**src/rtl/btn_gesture.sv**
```systemverilog
`default_nettype none
// ============================================================================
// btn_gesture : N-channel button front-end (sync, debounce, arm, long/multi-click) -> event FIFO
// Rev 1.0
// ============================================================================
module btn_gesture #(
    parameter int               N_BTN      = 2,
    parameter logic [N_BTN-1:0] ACTIVE_LOW = {N_BTN{1'b1}},
    parameter int               SAMP_TW    = 7,
    parameter int               DEB_LEN    = 4,
    parameter int               ARM_TW     = 15,
    parameter int               LONG_TW    = 17,
    parameter int               CLICK_TW   = 15,
    parameter int               MAX_CLICKS = 3,
    parameter int               FIFO_DEPTH = 4,
    localparam int              CHW        = (N_BTN > 1) ? $clog2(N_BTN) : 1,
    localparam int              CLW        = $clog2(MAX_CLICKS + 1)
) (
    input  logic             clk,
    input  logic             rst,
    input  logic [N_BTN-1:0] btn_in,
    output logic [N_BTN-1:0] btn_val,
    output logic [N_BTN-1:0] btn_armed,
    output logic [N_BTN-1:0] hold_long,
    output logic             evt_valid,
    input  logic             evt_ready,
    output logic [CHW-1:0]   evt_chan,
    output logic             evt_long,
    output logic [CLW-1:0]   evt_clicks,
    output logic             evt_ovf,
    input  logic             ovf_clr
);

    localparam int                 c_AW        = $clog2(FIFO_DEPTH);
    localparam int                 c_EW        = CHW + 1 + CLW;
    localparam logic [3:0]         c_DEB_LAST  = 4'(DEB_LEN - 1);
    localparam logic [ARM_TW:0]    c_ARM_LAST  = {1'b0, {ARM_TW{1'b1}}};
    localparam logic [LONG_TW:0]   c_LONG_MAX  = {1'b1, {LONG_TW{1'b0}}};
    localparam logic [CLW-1:0]     c_MAXC      = CLW'(MAX_CLICKS);

    typedef enum logic [1:0] {
        ST_IDLE    = 2'd0,
        ST_PRESSED = 2'd1,
        ST_GAP     = 2'd2
    } state_t;

    logic [SAMP_TW-1:0] r_presc;
    logic               w_samp;
    logic [N_BTN-1:0]   w_pend, w_pend_long, w_drop, w_grant;
    logic [CLW-1:0]     w_pend_clicks [N_BTN];
    logic               w_any, w_push, w_pop, w_empty, w_full;
    logic [CHW-1:0]     w_sel;
    logic [c_EW-1:0]    w_entry, w_head;
    logic [c_EW-1:0]    r_mem [FIFO_DEPTH];
    logic [c_AW:0]      r_wr, r_rd;
    logic               r_ovf;

    always_ff @(posedge clk or posedge rst) begin
        if (rst) r_presc <= '0;
        else     r_presc <= r_presc + SAMP_TW'(1);
    end
    assign w_samp = &r_presc;

    for (genvar gi = 0; gi < N_BTN; gi++) begin : g_chan
        logic [1:0]          r_sync;
        logic                r_val, r_armed;
        logic [3:0]          r_deb;
        logic [ARM_TW:0]     r_arm_cnt;
        logic [LONG_TW:0]    r_hold;
        state_t              r_state, w_state_nxt;
        logic [CLW-1:0]      r_clicks, w_clicks_nxt, r_pend_clicks;
        logic [CLICK_TW-1:0] r_gap, w_gap_nxt;
        logic                w_emit, w_emit_long, r_pend, r_pend_long;
        logic                w_lvl, w_val_nxt, w_hold_sat;

        assign w_lvl      = r_sync[1] ^ ACTIVE_LOW[gi];
        assign w_val_nxt  = (w_samp && (w_lvl != r_val) && (r_deb == c_DEB_LAST)) ? ~r_val : r_val;
        assign w_hold_sat = (r_hold == c_LONG_MAX);

        // Arming and hold counting see the freshly debounced level of this sample.
        always_ff @(posedge clk or posedge rst) begin
            if (rst) begin
                r_sync    <= {2{ACTIVE_LOW[gi]}};
                r_val     <= 1'b0;
                r_deb     <= '0;
                r_arm_cnt <= '0;
                r_armed   <= 1'b0;
                r_hold    <= '0;
            end else begin
                r_sync <= {r_sync[0], btn_in[gi]};
                if (w_samp) begin
                    if ((w_lvl == r_val) || (r_deb == c_DEB_LAST)) r_deb <= '0;
                    else                                           r_deb <= r_deb + 4'd1;
                    r_val <= w_val_nxt;
                    if (!w_val_nxt) begin
                        r_hold <= '0;
                        if (!r_armed) begin
                            r_arm_cnt <= r_arm_cnt + (ARM_TW + 1)'(1);
                            if (r_arm_cnt == c_ARM_LAST) r_armed <= 1'b1;
                        end
                    end else begin
                        if (!r_armed)    r_arm_cnt <= '0;
                        if (!w_hold_sat) r_hold    <= r_hold + (LONG_TW + 1)'(1);
                    end
                end
            end
        end

        always_ff @(posedge clk or posedge rst) begin
            if (rst) begin
                r_state  <= ST_IDLE;
                r_clicks <= '0;
                r_gap    <= '0;
            end else begin
                r_state  <= w_state_nxt;
                r_clicks <= w_clicks_nxt;
                r_gap    <= w_gap_nxt;
            end
        end

        always_comb begin
            w_state_nxt  = r_state;
            w_clicks_nxt = r_clicks;
            w_gap_nxt    = r_gap;
            w_emit       = 1'b0;
            w_emit_long  = 1'b0;
            if (!r_armed) begin
                w_state_nxt = ST_IDLE;
            end else if (w_samp) begin
                case (r_state)
                    ST_IDLE: begin
                        if (w_val_nxt) begin
                            w_state_nxt  = ST_PRESSED;
                            w_clicks_nxt = CLW'(1);
                        end
                    end
                    ST_PRESSED: begin
                        if (!w_val_nxt) begin
                            if (w_hold_sat) begin
                                w_emit      = 1'b1;
                                w_emit_long = 1'b1;
                                w_state_nxt = ST_IDLE;
                            end else if (r_clicks == c_MAXC) begin
                                w_emit      = 1'b1;
                                w_state_nxt = ST_IDLE;
                            end else begin
                                w_state_nxt = ST_GAP;
                                w_gap_nxt   = '0;
                            end
                        end
                    end
                    ST_GAP: begin
                        if (w_val_nxt) begin
                            w_clicks_nxt = r_clicks + CLW'(1);
                            w_state_nxt  = ST_PRESSED;
                        end else if (&r_gap) begin
                            w_emit      = 1'b1;
                            w_state_nxt = ST_IDLE;
                        end else begin
                            w_gap_nxt = r_gap + CLICK_TW'(1);
                        end
                    end
                    default: w_state_nxt = ST_IDLE;
                endcase
            end
        end

        // One-deep holding slot; a second gesture arriving while occupied is lost.
        always_ff @(posedge clk or posedge rst) begin
            if (rst) begin
                r_pend        <= 1'b0;
                r_pend_long   <= 1'b0;
                r_pend_clicks <= '0;
            end else begin
                if (w_grant[gi]) r_pend <= 1'b0;
                if (w_emit && !r_pend) begin
                    r_pend        <= 1'b1;
                    r_pend_long   <= w_emit_long;
                    r_pend_clicks <= r_clicks;
                end
            end
        end

        assign w_pend[gi]        = r_pend;
        assign w_pend_long[gi]   = r_pend_long;
        assign w_pend_clicks[gi] = r_pend_clicks;
        assign w_drop[gi]        = w_emit & r_pend;
        assign btn_val[gi]       = r_val;
        assign btn_armed[gi]     = r_armed;
        assign hold_long[gi]     = r_armed & w_hold_sat;
    end

    always_comb begin
        w_any = 1'b0;
        w_sel = '0;
        for (int i = N_BTN - 1; i >= 0; i--) begin
            if (w_pend[i]) begin
                w_any = 1'b1;
                w_sel = CHW'(i);
            end
        end
    end

    assign w_empty = (r_wr == r_rd);
    assign w_full  = (r_wr[c_AW] != r_rd[c_AW]) && (r_wr[c_AW-1:0] == r_rd[c_AW-1:0]);
    assign w_pop   = ~w_empty & evt_ready;
    assign w_push  = w_any & (~w_full | w_pop);
    assign w_entry = {w_sel, w_pend_long[w_sel], w_pend_clicks[w_sel]};

    always_comb begin
        for (int i = 0; i < N_BTN; i++) w_grant[i] = w_push && (w_sel == CHW'(i));
    end

    always_ff @(posedge clk) begin
        if (w_push) r_mem[r_wr[c_AW-1:0]] <= w_entry;
    end

    always_ff @(posedge clk or posedge rst) begin
        if (rst) begin
            r_wr  <= '0;
            r_rd  <= '0;
            r_ovf <= 1'b0;
        end else begin
            if (w_push) r_wr <= r_wr + (c_AW + 1)'(1);
            if (w_pop)  r_rd <= r_rd + (c_AW + 1)'(1);
            if (|w_drop)     r_ovf <= 1'b1;
            else if (ovf_clr) r_ovf <= 1'b0;
        end
    end

    // Storage is not reset, so the head is masked while the queue is empty.
    assign w_head    = r_mem[r_rd[c_AW-1:0]];
    assign evt_valid = ~w_empty;
    assign {evt_chan, evt_long, evt_clicks} = w_empty ? '0 : w_head;
    assign evt_ovf   = r_ovf;

endmodule
`default_nettype wire

```
**config.mk**
```make
export PLATFORM = sky130hd
export DESIGN_NAME = btn_gesture
export DESIGN_NICKNAME = d
export VERILOG_FILES = /design/src/rtl/btn_gesture.sv
export SDC_FILE = /design/constraint.sdc
export NUM_CORES = 1
export LEC_CHECK = 0
export ABC_CLOCK_PERIOD_IN_PS = 4050
export BUFFER_PORTS_ARGS = -buffer_cell sky130_fd_sc_hd__buf_2
export CAP_MARGIN = 5
export CORE_MARGIN = 10
export CORE_UTILIZATION = 45
export DETAILED_ROUTE_END_ITERATION = 10
export PLACE_DENSITY = 0.59
export SYNTH_ARGS = -nofsm -noshare
export SYNTH_HDL_FRONTEND = slang
export SYNTH_SLANG_ARGS = --single-unit
```
**constraint.sdc**
```tcl
create_clock -name clk -period 4.05 [get_ports clk]
set_input_delay 0 -clock clk [delete_from_list [all_inputs] [get_ports clk]]
set_output_delay 0 -clock clk [all_outputs]
set_load 0.005 [all_outputs]
```
# Word-level counts from Yosys, hierarchy flattened
# Memories as Yosys holds them, arrays and structs flattened.
# Index checks and enable logic that the tools add are counted.
# W data, S select, Z words.
[word_totals] register_bits=144 latchBits=0 mem_bits_rw=16 rom_bits=0 out_inout_bits=12 memories=1
[op_classes] add_sub_neg=13 multipliers=0 n_div=0 magnitude_cmp=2 n_eq_ne=43 shift=0 muxes=95 n_bitwise=19 n_reduce_logical=38
[memory_table] name="r_mem" depth=4 width=4 read_ports=1 rd_clocked_by_memory_dff=0 wr=1 line_no="54" source="logic [c_EW-1:0] r_mem [FIFO_DEPTH];"
[op_table] operator="$mux W15" count=10
[op_table] operator="$mux W16" count=6
[op_table] operator="$mux W18" count=4
[op_table] operator="$pmux W15 S2" count=2
[op_table] operator="$reduce_and A8 Y1" count=6
[op_table] operator="$mux W1" count=43
[op_table] operator="$mux W2" count=21
[op_table] operator="$add A18 B1 Y18 const B" count=2
[op_table] operator="$eq A18 B18 Y1 const B" count=2
[op_table] operator="$ne A2 B2 Y1 const B" count=18
[op_table] operator="$add A16 B1 Y16 const B" count=2
[op_table] operator="$eq A16 B15 Y1 const B" count=2
[op_table] operator="$add A15 B1 Y15 const B" count=2
[op_table] operator="$reduce_and A15 Y1" count=2
[op_table] operator="$reduce_and A14 Y1" count=2
[op_table] operator="$reduce_and A11 Y1" count=2
[op_table] operator="$reduce_bool A2 Y1" count=7
[op_table] operator="$mux W4" count=3
[op_table] operator="$ne A3 B3 Y1 const B" count=4
[op_table] operator="$pmux W2 S3" count=2
[op_table] operator="$not A1 Y1" count=11
[op_table] operator="$logic_and A1 B1 Y1" count=9
[op_table] operator="$add A4 B1 Y4 const B" count=2
[op_table] operator="$eq A2 B2 Y1 const B" count=4
[op_table] operator="other kinds (23)" count=42

# Longest topological paths before layout
[depth] depth_word=12 ltp_mapped=10 mapped_depth_nobuf=8

# Worst setup path after synthesis
# OpenSTA, ideal clock, no wires.
[synth_timing] path_kind="flip-flop to flip-flop" start="register g_chan[0].r_hold[0]" end="register g_chan[0].r_pend_clicks[0]" setup_time_ns=0.125 t_arrival_ns=2.275 t_required_ns=3.925 setup_slack_ns=1.650 stages_incl_launch_ff=10 period_less_slack_ns=2.400 path_cell_list="dfrtp_1 clkbuf_1 inv_1 ha_1 or3b_2 nand3b_1 nor2_1 o21ai_0 a21oi_1 mux2_2"
[synth_via] elab_chain_len=7
[synth_rtl] element="start: declaration" line_no="69" source="logic [LONG_TW:0] r_hold;"
[synth_rtl] element="start signal: assignment" line_no="103" source="if (!w_hold_sat) r_hold <= r_hold + (LONG_TW + 1)'(1);"
[synth_rtl] element="$eq A18 B18 Y1" line_no="78" source="assign w_hold_sat = (r_hold == c_LONG_MAX);"
[synth_rtl] element="$mux W1" line_no="139" source="if (w_hold_sat) begin"
[synth_rtl] element="$mux W1" line_no="138" source="if (!w_val_nxt) begin"
[synth_rtl] element="$pmux W1 S2" line_no="130" source="case (r_state)"
[synth_rtl] element="$mux W1" line_no="129" source="end else if (w_samp) begin"
[synth_rtl] element="$mux W1" line_no="127" source="if (!r_armed) begin"
[synth_rtl] element="$logic_and A1 B1 Y1" line_no="176" source="if (w_emit && !r_pend) begin"
[synth_rtl] element="end signal: assignment" line_no="179" source="r_pend_clicks <= r_clicks;"
[synth_rtl] element="end: declaration" line_no="71" source="logic [CLW-1:0] r_clicks, w_clicks_nxt, r_pend_clicks;"
# No other way between the ends.
# A chain may end at the register's enable or synchronous reset.

# Final worst setup path
[layout_timing] start="register g_chan[1].r_deb[0]" end="register g_chan[1].r_gap[9]"
[layout_via] elab_chain_len=5
[layout_rtl] element="start: declaration" line_no="67" source="logic [3:0] r_deb;"
[layout_rtl] element="start signal: assignment" line_no="93" source="else r_deb <= r_deb + 4'd1;"
[layout_rtl] element="$eq A4 B2 Y1 *" line_no="77" source="assign w_val_nxt = (w_samp && (w_lvl != r_val) && (r_deb == c_DEB_LAST)) ? ~r_val : r_val;"
[layout_rtl] element="$logic_and A1 B1 Y1 *" line_no="77"
[layout_rtl] element="$mux W1 *" line_no="77"
[layout_rtl] element="$ne A2 B2 Y1 (no line)"
[layout_rtl] element="$reduce_and A14 Y1 (no line) *"
[layout_rtl] element="end signal: assignment" line_no="117" source="r_gap <= w_gap_nxt;"
[layout_rtl] element="end: declaration" line_no="72" source="logic [CLICK_TW-1:0] r_gap, w_gap_nxt;"
# Mark *: on every way between the ends. The rest lies on a longest branch, timed or not.

==> impl_metrics.json <==
{
  "worst_skew_pair.late_latency_ns": 0.42,
  "fp.dieArea_um2": 24400,
  "power.clock.fraction": 0.484,
  "drt_pre_antenna_iters": 5,
  "placed_cell_area_um2": 8617,
  "r2r_worst_path_depth": 7,
  "clk_path_buf_depth": 2,
  "wl_um": 17500,
  "drt_first_iter_violations": 423,
  "cellInternalPower_mw": 2.742,
  "die-width_um": 156.2,
  "timing.critical_path.fanout_max": 18,
  "cts_inserted_buffers": 17,
  "synth_enable_flop_cells": 16,
  "floorplan.die.height_um": 156.2,
  "core_area_um2": 18090,
  "residual_drc": 0,
  "fmax_mhz": 354.3,
  "power_density_nw_per_um2": 376.3,
  "grt_setup_unrepaired": "false",
  "p_leak_nw": 4.023,
  "min_period_over_period": 0.6970,
  "htree_num_levels": 4,
  "initial_core_util": 0.4616,
  "setup.worst_path.end_class": "flip-flop",
  "grt_first_pass_wirelength_um": 30260,
  "tritoncts_num_sinks": 160,
  "reg2reg_to": "g_chan[1].r_gap[9]",
  "cts_root_buf": "sky130_fd_sc_hd__clkbuf_16",
  "report.final.hold_viol_count": 0,
  "fraction_of_power_consumed_by_combinational_cells": 0.036,
  "num-fill-cells": 1602,
  "yosysSeqAreaShare": 0.4897,
  "synthCells": 846,
  "syn_nets": 878,
  "r2r_start": "g_chan[1].r_deb[0]",
  "synth_area_um2": 8349,
  "synthTopCellsByCount": "140 x sky130_fd_sc_hd__dfrtp_1, 82 x sky130_fd_sc_hd__nor2_1, 74 x sky130_fd_sc_hd__o21ai_0",
  "layout.nets": 896,
  "synth_cell_type_count": 68,
  "run_status": "finished clean",
  "ff2ff_setup_slack_ns": 1.23,
  "antenna_left": 0,
  "finalSetupViolCount": 0,
  "via_count_of_the_first_global_routing_pass": 6172,
  "finish.instance_area_um2": 9299,
  "min-delay-path-class": "input pin to flip-flop",
  "areaGrowthSynthToFinish_pct": 11.37,
  "fin_worst_skew_ns": 0.009168,
  "grt_start_max_net_pins": 114,
  "synthMostInstantiatedCell": "sky130_fd_sc_hd__dfrtp_1",
  "worstMarginPinSlew_ns": 1.033,
  "worstPathArrival_ns": 3.14,
  "port-buffer-count": 17,
  "ys_async_sr_fraction": 0.9000,
  "num_io_pins": 18,
  "destination_of_the_worst_hold_path": "g_chan[1].r_sync[0]",
  "crit_required_ns": 4.36,
  "global_route.overflow_total": 0,
  "synth-main-ff-cell": "sky130_fd_sc_hd__dfrtp_1",
  "power_frac_seq": 0.480,
  "post-dp-hpwl_um": 11860,
  "worst_ir_drop_vdd_uv": 263.3,
  "antenna_found_initial": 0,
  "startpoint_to_endpoint_class_of_the_critical_path": "flip-flop to flip-flop",
  "register_bit_total_from_synthesis": 160,
  "proportion_of_total_power_due_to_net_switching": 0.2163,
  "cap_viol_max_count": 0,
  "synthesis.area_per_instance_um2": 9.869,
  "area_leader_netlist": "sky130_fd_sc_hd__dfrtp_1",
  "finalSetupTns_ns": 0,
  "final_period_minus_worst_setup_slack_ns": 2.823,
  "grt.total_usage": 0.1488,
  "max_slew_margin": 0.3114,
  "detail_route.vias_per_cell": 5.671,
  "drive_above_1_share": 0.1083,
  "cts_tree": "yes",
  "cts_resized": 0,
  "hold_depth": 2,
  "fp-row-count": 49,
  "detail_route.wl_per_cell_um": 15.82,
  "clock_transition_at_the_registers_of_the_reported_paths_ns": 0.06,
  "vias": 6272,
  "p_switching_uw": 756.6,
  "share_of_the_synthesized_area_in_the_top_cell_type": 0.4196,
  "antennaDiodeCount": 0,
  "finalMaxSlewViolations": 0,
  "final_weighted_congestion_in_routability_driven_placement": 0.8723,
  "synth-warning-count": 0,
  "holdCritStartpoint": "btn_in[1]",
  "setup.worst_path.start_class": "flip-flop",
  "ys_top_cells_by_area": "sky130_fd_sc_hd__dfrtp_1 42%, sky130_fd_sc_hd__edfxtp_1 5.8%, sky130_fd_sc_hd__o21ai_0 4.4%"
}
per-stage QoR:
stage / power, mW / worst slack (ns) / std cells / hold slack [ns] / util
finish: 3.499 / 1.227 / 1106 / 0.2131 / 0.5141
global placement: 1.829 / 1.367 / 1069 / 0.1047 / 0.4764
CTS: 3.554 / 1.251 / 1106 / 0.1960 / 0.5141
floorplan: 1.798 / 0.1903 / 846 / 0.004478 / -
detailed placement: 1.838 / 1.274 / 1069 / 0.1065 / 0.4764
global route: 3.643 / 0.9754 / 1106 / 0.2101 / 0.5141
final cells by class:
cell class | instances | area, um^2 | area share
clock buffer | 21 | 481.7 | 0.05180
clock inverter | 11 | 150.1 | 0.01615
inverter | 34 | 132.6 | 0.01426
multi-input combinational | 623 | 3979 | 0.4279
sequential | 160 | 4089 | 0.4397
tap | 229 | 286.5 | 0.03081
timing repair buffer | 28 | 180.2 | 0.01938
state kept, by name, indices dropped and copies added (netlist names), 3 cells and up:
| name | cells |
|---|---|
| g_chan.r_state | 4 |
| r_wr | 3 |
| g_chan.r_gap | 30 |
| r_rd | 3 |
| g_chan.r_deb | 8 |
| r_presc | 7 |
| r_mem | 16 |
| g_chan.r_sync | 4 |
| g_chan.r_clicks | 4 |
| g_chan.r_arm_cnt | 32 |
| g_chan.r_pend_clicks | 4 |
| g_chan.r_hold | 36 |
worst max-delay path by stage:
stage | start | endpoint | depth (start not counted)
2_1_floorplan | rst | evt_ovf | 1
3_3_place_gp | g_chan[1].r_hold[0] | g_chan[1].r_gap[9] | 8
3_5_place_dp | g_chan[1].r_hold[0] | g_chan[1].r_gap[9] | 8
4_1_cts | g_chan[1].r_hold[0] | g_chan[1].r_gap[9] | 8
5_1_grt | g_chan[1].r_hold[0] | g_chan[1].r_gap[9] | 8
6_report | g_chan[1].r_deb[0] | g_chan[1].r_gap[9] | 7
power by group through the flow:
| stage | sequential, mW | clock (mW) | combinational (mW) |
|---|---|---|---|
| finish | 1.68 | 1.69 | 0.125 |
| global route | 1.69 | 1.81 | 0.147 |
| CTS | 1.68 | 1.74 | 0.130 |
| detailed placement | 1.71 | 0 | 0.127 |
| global placement | 1.71 | 0 | 0.122 |
| floorplan | 1.69 | 0 | 0.112 |
kinds of logic (layout without fill, tap and decap cells):
group                    count (synthesis)  after routing  share of synthesized area
buffers and inverters                   63             94                    0.03372
flip-flops                             160            160                     0.4897
multiplexers                            18             18                    0.02907
AO/OA/AOI/OAI                          164            164                     0.1268
XOR/XNOR                                55             55                    0.05769
AND/OR/NAND/NOR                        360            360                     0.2240
adder cells (fa/ha/maj)                 26             26                    0.03896
repair_timing:
action	4_1_cts	5_1_grt
buffers inserted	0	0
hold endpoints to repair	117	0
hold buffers	5	0
worst max-delay path, stage by stage, from the launching register on:
cell                        delay [ns]
sky130_fd_sc_hd__dfrtp_1          0.40
sky130_fd_sc_hd__ha_1             0.25
sky130_fd_sc_hd__nor3b_1          0.18
sky130_fd_sc_hd__o21ai_1          0.32
sky130_fd_sc_hd__o2111ai_1        0.20
sky130_fd_sc_hd__a211o_1          0.49
sky130_fd_sc_hd__or2_1            0.48
sky130_fd_sc_hd__o41ai_1          0.40
per-layer routing:
| layer | track usage | wire, um | vias up |
|---|---|---|---|
| met3 | 0.03618 | 790 | 11 |
| met2 | 0.2370 | 8317 | 135 |
| li1 | - | - | 3078 |
| met5 | 0 | 0 | - |
| met1 | 0.1998 | 8266 | 3048 |
| met4 | 0.03685 | 122 | 0 |
cells in the final DEF (no fill, tap or decap), drive strengths merged, types with 14 or more instances in the layout:
cell type  Yosys  routed
dfrtp        140     140
o31ai         30      30
buf           15      23
nor2          85      85
xnor2         31      31
and2          14      14
and3          23      23
inv           34      37
nand3         57      57
ha            26      26
clkbuf        14      21
nand4         21      21
edfxtp        16      16
xor2          24      24
nor4          19      19
nor3          19      19
o21ai         80      80
a21oi         16      16
nand2         71      71
Note: power is estimated with default switching activity, not from simulation.
